**config.mk**
```make
export PLATFORM = sky130hd
export DESIGN_NAME = mem_port_arbiter
export DESIGN_NICKNAME = d
export VERILOG_FILES = /design/src/rtl/mem_port_arbiter.sv
export SDC_FILE = /design/constraint.sdc
export NUM_CORES = 1
export LEC_CHECK = 0
export CAP_MARGIN = 20
export CELL_PAD_IN_SITES_DETAIL_PLACEMENT = 1
export CELL_PAD_IN_SITES_GLOBAL_PLACEMENT = 2
export CORE_ASPECT_RATIO = 0.8
export CORE_UTILIZATION = 21
export DETAILED_ROUTE_END_ITERATION = 6
export MAX_ROUTING_LAYER = met4
export PLACE_DENSITY_LB_ADDON = 0.1
export SYNTH_ARGS = -nofsm -noshare
export SYNTH_HDL_FRONTEND = slang
export SYNTH_SLANG_ARGS = --single-unit
```
**constraint.sdc**
```tcl
create_clock -name clk -period 1.35 [get_ports clk]
set_input_delay 0.27 -clock clk [delete_from_list [all_inputs] [get_ports clk]]
set_output_delay 0.27 -clock clk [all_outputs]
set_load 0.05 [all_outputs]
```
**src/rtl/mem_port_arbiter.sv**
```systemverilog
// Arbitrates one single-ported memory between instruction fetch (I) and data access (D).
// Optional macro ARB_ROUND_ROBIN_EN: alternate grants on ties; default is fixed D priority.
module mem_port_arbiter #(
  parameter int unsigned N   = 31,
  parameter int unsigned LAT = 2
) (
  input  logic       clk,
  input  logic       rst,
  input  logic       i_req,
  input  logic       d_req,
  input  logic       d_we,
  input  logic [N:0] d_wdata,
  input  logic [N:0] mem_rdata,
  output logic       sel,
  output logic       mem_en,
  output logic       mem_we,
  output logic [N:0] mem_wdata,
  output logic [N:0] rdata,
  output logic       i_done,
  output logic       d_done
);

  localparam int unsigned   CW      = $clog2(LAT) + 1;
  localparam logic [CW-1:0] LastCnt = CW'(LAT - 1);

  typedef enum logic {StIdle, StBusy} state_e;

  state_e        state_q, state_d;
  logic [CW-1:0] count_q, count_d;
  logic          last_grant_q, last_grant_d;
  logic          sel_q, sel_d;
  logic          mem_en_q, mem_en_d;
  logic          mem_we_q, mem_we_d;
  logic [N:0]    mem_wdata_q, mem_wdata_d;
  logic [N:0]    rdata_q, rdata_d;
  logic          i_done_q, i_done_d;
  logic          d_done_q, d_done_d;

  logic          i_req_m, d_req_m, tie_to_d, grant;

  always_comb begin
    state_d      = state_q;
    count_d      = count_q;
    last_grant_d = last_grant_q;
    sel_d        = sel_q;
    mem_en_d     = mem_en_q;
    mem_we_d     = mem_we_q;
    mem_wdata_d  = mem_wdata_q;
    rdata_d      = rdata_q;
    i_done_d     = 1'b0;
    d_done_d     = 1'b0;

    // A requester just completed gets one cycle to drop its request.
    i_req_m = i_req & ~i_done_q;
    d_req_m = d_req & ~d_done_q;
`ifdef ARB_ROUND_ROBIN_EN
    tie_to_d = ~last_grant_q;
`else
    tie_to_d = 1'b1;
`endif
    grant = d_req_m & (~i_req_m | tie_to_d);

    unique case (state_q)
      StIdle: begin
        mem_en_d = 1'b0;
        mem_we_d = 1'b0;
        if (i_req_m | d_req_m) begin
          state_d      = StBusy;
          count_d      = '0;
          last_grant_d = grant;
          sel_d        = grant;
          mem_en_d     = 1'b1;
          mem_we_d     = d_we & grant;
          if (grant) mem_wdata_d = d_wdata;
        end
      end
      StBusy: begin
        count_d = count_q + CW'(1);
        if (count_q == LastCnt) begin
          state_d  = StIdle;
          mem_en_d = 1'b0;
          mem_we_d = 1'b0;
          rdata_d  = mem_rdata;
          i_done_d = ~last_grant_q;
          d_done_d = last_grant_q;
        end
      end
      default: state_d = StIdle;
    endcase
  end

  always_ff @(posedge clk) begin
    if (rst) begin
      state_q      <= StIdle;
      count_q      <= '0;
      last_grant_q <= 1'b0;
      sel_q        <= 1'b0;
      mem_en_q     <= 1'b0;
      mem_we_q     <= 1'b0;
      mem_wdata_q  <= '0;
      rdata_q      <= '0;
      i_done_q     <= 1'b0;
      d_done_q     <= 1'b0;
    end else begin
      state_q      <= state_d;
      count_q      <= count_d;
      last_grant_q <= last_grant_d;
      sel_q        <= sel_d;
      mem_en_q     <= mem_en_d;
      mem_we_q     <= mem_we_d;
      mem_wdata_q  <= mem_wdata_d;
      rdata_q      <= rdata_d;
      i_done_q     <= i_done_d;
      d_done_q     <= d_done_d;
    end
  end

  assign sel       = sel_q;
  assign mem_en    = mem_en_q;
  assign mem_we    = mem_we_q;
  assign mem_wdata = mem_wdata_q;
  assign rdata     = rdata_q;
  assign i_done    = i_done_q;
  assign d_done    = d_done_q;

endmodule

```
---- Word level (Yosys, flattened, before mapping) ----
Cells that the tools add are included.
cells by class
  $add $sub $neg .......................... 1
  multipliers ............................. 0
  div/mod/pow operators ................... 0
  order comparisons ....................... 0
  eq/ne operators ......................... 3
  shift-type cells ........................ 0
  mux-type cells .......................... 9
  bitwise gates (word level) .............. 9
  reduce and logical (&&, ||, !) cells .... 4
operators with widths
  operator             count
  $pmux 1 s2           3
  $not 1->1            5
  $mux 1               4
  $pmux 2 s2           1
  $reduce_and 2->1     2
  $and 1x1->1          3
  $reduce_and 3->1     1
  $reduce_or 3->1      1
  $add 2x1->2 const B  1
  $eq 2x1->1 const B   1
  $mux 2               1
  $ne 2x1->1 const B   1
  $ne 2x2->1 const B   1
  $or 1x1->1           1
storage, ports and cells
  register bits after elaboration ......... 72
  bits in latches ......................... 0
  memory bits (writable) .................. 0
  memory bits (read-only) ................. 0
  input bits .............................. 69
  output and inout port bits .............. 69
  word-level logic and storage cells ...... 35
  memories kept ........................... 0

---- Logic depth before layout (Yosys ltp) ----
  depth in word-level cells ............... 5
  depth in mapped cells ................... 6
  mapped depth without buffers ............ 5

---- Worst setup path before layout ----
Ideal clock, no wire load.
  path kind ............................... flip-flop to flip-flop
  from .................................... register d_done_q (netlist: d_done)
  to ...................................... register mem_wdata_q[0] (netlist: mem_wdata[0])
  setup time .............................. 0.070 ns
  arrival time ............................ 1.390 ns
  data required time ...................... 1.280 ns
  slack ................................... -0.111 ns
  stages on the path, launching flop included .. 6
  path buffers ............................ 2
  period minus slack after synthesis ...... 1.461 ns
  path through ............................ dfxtp_1 -> or3b_1 -> clkbuf_1 -> buf_2 -> nand2_1 -> a21oi_1
between the ends
  cells in the longest elaborated chain, start to end .. 4
RTL lines
  what                                 RTL line  text
  from (decl)                          37        logic d_done_q, d_done_d;
  from (signal assigned)               114       d_done_q <= d_done_d;
  $not 1->1 *                          55        d_req_m = d_req & ~d_done_q;
  $and 1x1->1 *                        55
  $or 1x1->1                           67        if (i_req_m | d_req_m) begin
  $reduce_and 3->1 (no source line) *  -
  to (signal assigned)                 111       mem_wdata_q <= mem_wdata_d;
  to (decl)                            34        logic [N:0] mem_wdata_q, mem_wdata_d;
Every way passes the cells marked *; elsewhere a longest branch is shown, timed or not.
A chain may end at the register's enable or synchronous reset.

---- Worst setup path in the final report ----
  from .................................... input d_req
  to ...................................... register mem_wdata_q[20] (netlist: mem_wdata[20])
between the ends
  cells in the longest elaborated chain, start to end .. 3
RTL lines
  what                                 RTL line  text
  from (decl)                          10        input logic d_req,
  $and 1x1->1 *                        55
  $or 1x1->1                           67
  $reduce_and 3->1 (no source line) *  -
Marked as above.

==> run summary <==
IR drop worst, VDD: 683 uV
Leak: 1.94 nW
setup TNS: 0 ns
Hold Path Origin: rst
fin. max-slew vios: 0
layout cells sized above 1: 25.1%
Mapped Nets: 315
Post-synth ARST share: 0%
final WL: 7700 um
Clock Sink Count: 72
Reg power frac: 38.5%
sw power: 0.00154 W
sequential share of the synthesized area: 59.7%
critical path, cell by cell: clkdlybuf4s50_1 -> or3b_1 -> buf_12 -> nand2_1 -> a21oi_1
#FFs+latches synth: 72
gpl congestion: 0.662
Filler Cell Count: 1152
Final Hold Vio Count: 0
min cycle time layout: 1.30 ns
DIE HEIGHT: 97.9 um
Starting DRT DRC Count: 80
IO Pins: 138
initial core utilization: 21.9%
CP peak stage delay: 0.50 ns
area of the multi-input gates: 863 um2
Clock power frac: 41.8%
outcome: finished, final reports clean
H-tree lvl count: 3
Post-CTS Setup Inserts: 0
Period Utilization, post-route: 96.0%
peak fanout along the critical path: 32
sequential cell area: 0.00144 mm2
Post-Syn Area per Cell: 9.86 um2
area post-placement: 0.00465 mm2
Die ar.: 0.0119 mm2
RR Endpoint: d_done
finished layout cell area: 0.00500 mm2
synth unique cells: 26
crit start category: input pin
Cell Area, Synth: 0.00241 mm2
crit path kind: in -> reg
Slew @ Worst Pin: 0.237 ns
reg2reg start: state_q
Ant. Diodes: 0
Ys Warns: 0
largest cells by area after synthesis: dfxtp_1 (60%), a22o_1 (12%), nand2_1 (10%), a21oi_1 (7.3%), buf_2 (2.1%)
Register-to-Register Path Depth: 5
Antenna Nets Post-Route: 0
slack of the worst reg-to-reg path: 0.10 ns
CTS root buffer: clkbuf_16
# DRC: 0
combinational share of power: 19.7%
switching share of power: 25.4%
most numerous cell in the Yosys netlist: dfxtp_1
row count: 34
Final Power: 0.00606 W
detailed-route via count: 2276
PwrDens: 1210 mW/mm2
CTS buffer count: 9
initial antenna violation count: 0
placeable core area: 0.0110 mm2
Final Skew: 0.00412 ns
largest net degree at the start of global routing: 34
Mapped Cells: 245
Critical Path Sink Type: flop
clk_lat worst skew: 0.33 ns
arrival time worst endpoint: 1.51 ns
Die Width: 122 um
final-report setup violation count: 0
EDFF count, synth: 0
maximum buffer depth of the clock tree: 2
vias in the first global route: 2397
first-pass GRT wire length: 12200 um
Slew HR: 84.0%
clock transition at the registers of the reported paths: 0.05 ns
largest area contributor in the netlist: dfxtp_1
hpwl dp: 5470 um
Yosys top cell area share: 59.7%
Detailed Routing Iterations Pass 1: 4
list of most frequent post-synthesis cells: dfxtp_1 (72), nand2_1 (65), a21oi_1 (35)
slowest stage cell, crit path: clkdlybuf4s50_1
CP startpoint: d_req
CTS tree: done
Avg WL per Cell: 14.4 um
min-delay worst type: in -> reg
hold depth: 2
internal power: 0.00452 W
PortBufs: 137
Synth Flop Type: dfxtp_1
gr usage total: 13.9%
Max Clk Rate: 772 MHz
Hold-fix buffers, CTS: 0
Max Cap Viol: 0
grt total ovfl: 0
final net count: 455
hold path endpoint: sel
WHS: 0.251 ns
CP required: 1.56 ns
Vias/cell: 4.26
P&R area growth vs syn: 107%
## power by group through the flow
stage          Sequential, W  Combinational [W]  Clock, W
3_3_place_gp         0.00238            0.00120         0
6_report             0.00233            0.00119   0.00253
3_5_place_dp         0.00238            0.00120         0
5_1_grt              0.00235            0.00126   0.00272
2_1_floorplan        0.00265           0.000223         0
4_1_cts              0.00234            0.00121   0.00263
## flip-flops by register name, summed over array words and instances, names as in the netlist
register,flops
count_q,2
d_done,1
i_done,1
mem_en,1
mem_wdata,32
mem_we,1
rdata,32
sel,1
state_q,1
## layer usage
layer | vias to the layer above | GRT usage [%] | wire [um]
li1 | 1124 | - | -
met1 | 1067 | 16.4 | 3350
met2 | 76 | 20.0 | 3520
met3 | 9 | 6.43 | 699
met4 | 0 | 5.98 | 135
met5 | - | - | 0
## final cells by class
class,count,area share [%]
inverters,3,0.225
clock inverters,3,1.30
well taps,144,3.60
repair buffers,147,43.7
clock buffers,13,5.01
flip-flops and latches,72,28.9
multi-input cells,152,17.3
## worst max-delay path: cells and delay by family
family,cells,cell delay (ns)
buffers and inverters,2,0.69
and+or+nand+nor,2,0.48
AOI/OAI and AO/OA,1,0.06
## logic make-up after synthesis
family | after synthesis | share of synthesized area, %
AOI/OAI and AO/OA | 74 | 21.0
DFF | 72 | 59.7
and+or+nand+nor | 77 | 13.7
adders and majority gates | 1 | 0.518
buffers and inverters | 21 | 5.03
## per-stage QoR
step / std cells / setup WS (ns) / util [%]
floorplan: 245 / 0.0356 / -
finish: 534 / 0.0541 / 45.4
global route: 534 / -0.00560 / 45.4
CTS: 533 / 0.0615 / 45.1
global placement: 517 / -0.271 / 42.2
detailed placement: 517 / -0.300 / 42.2
## how the worst max path moves through the flow
stage	to	slack, ns	cells past startpoint
2_1_floorplan	mem_wdata[0]	0.04	5
3_3_place_gp	mem_wdata[15]	-0.27	5
3_5_place_dp	mem_wdata[9]	-0.30	5
4_1_cts	mem_wdata[9]	0.06	5
5_1_grt	rdata[12]	-0.006	5
6_report	mem_wdata[20]	0.05	5
## repair_timing
action | 4_1_cts | 5_1_grt
setup endpoints to repair | 0 | 27
resized for setup | 0 | 2
hold endpoints to repair | 0 | 0
## layout by cell type, fill, tap and decap left out, types with 2 or more instances in the layout
| cell type | instances |
|---|---|
| a21oi_1 | 34 |
| a22o_1 | 32 |
| buf_12 | 72 |
| buf_4 | 6 |
| bufinv_16 | 2 |
| clkbuf_1 | 3 |
| clkbuf_16 | 10 |
| clkdlybuf4s50_1 | 67 |
| dfxtp_1 | 71 |
| inv_1 | 3 |
| nand2_1 | 65 |
| nand3b_1 | 2 |
| nor2_1 | 2 |
Power figures use the tool's default switching activity.
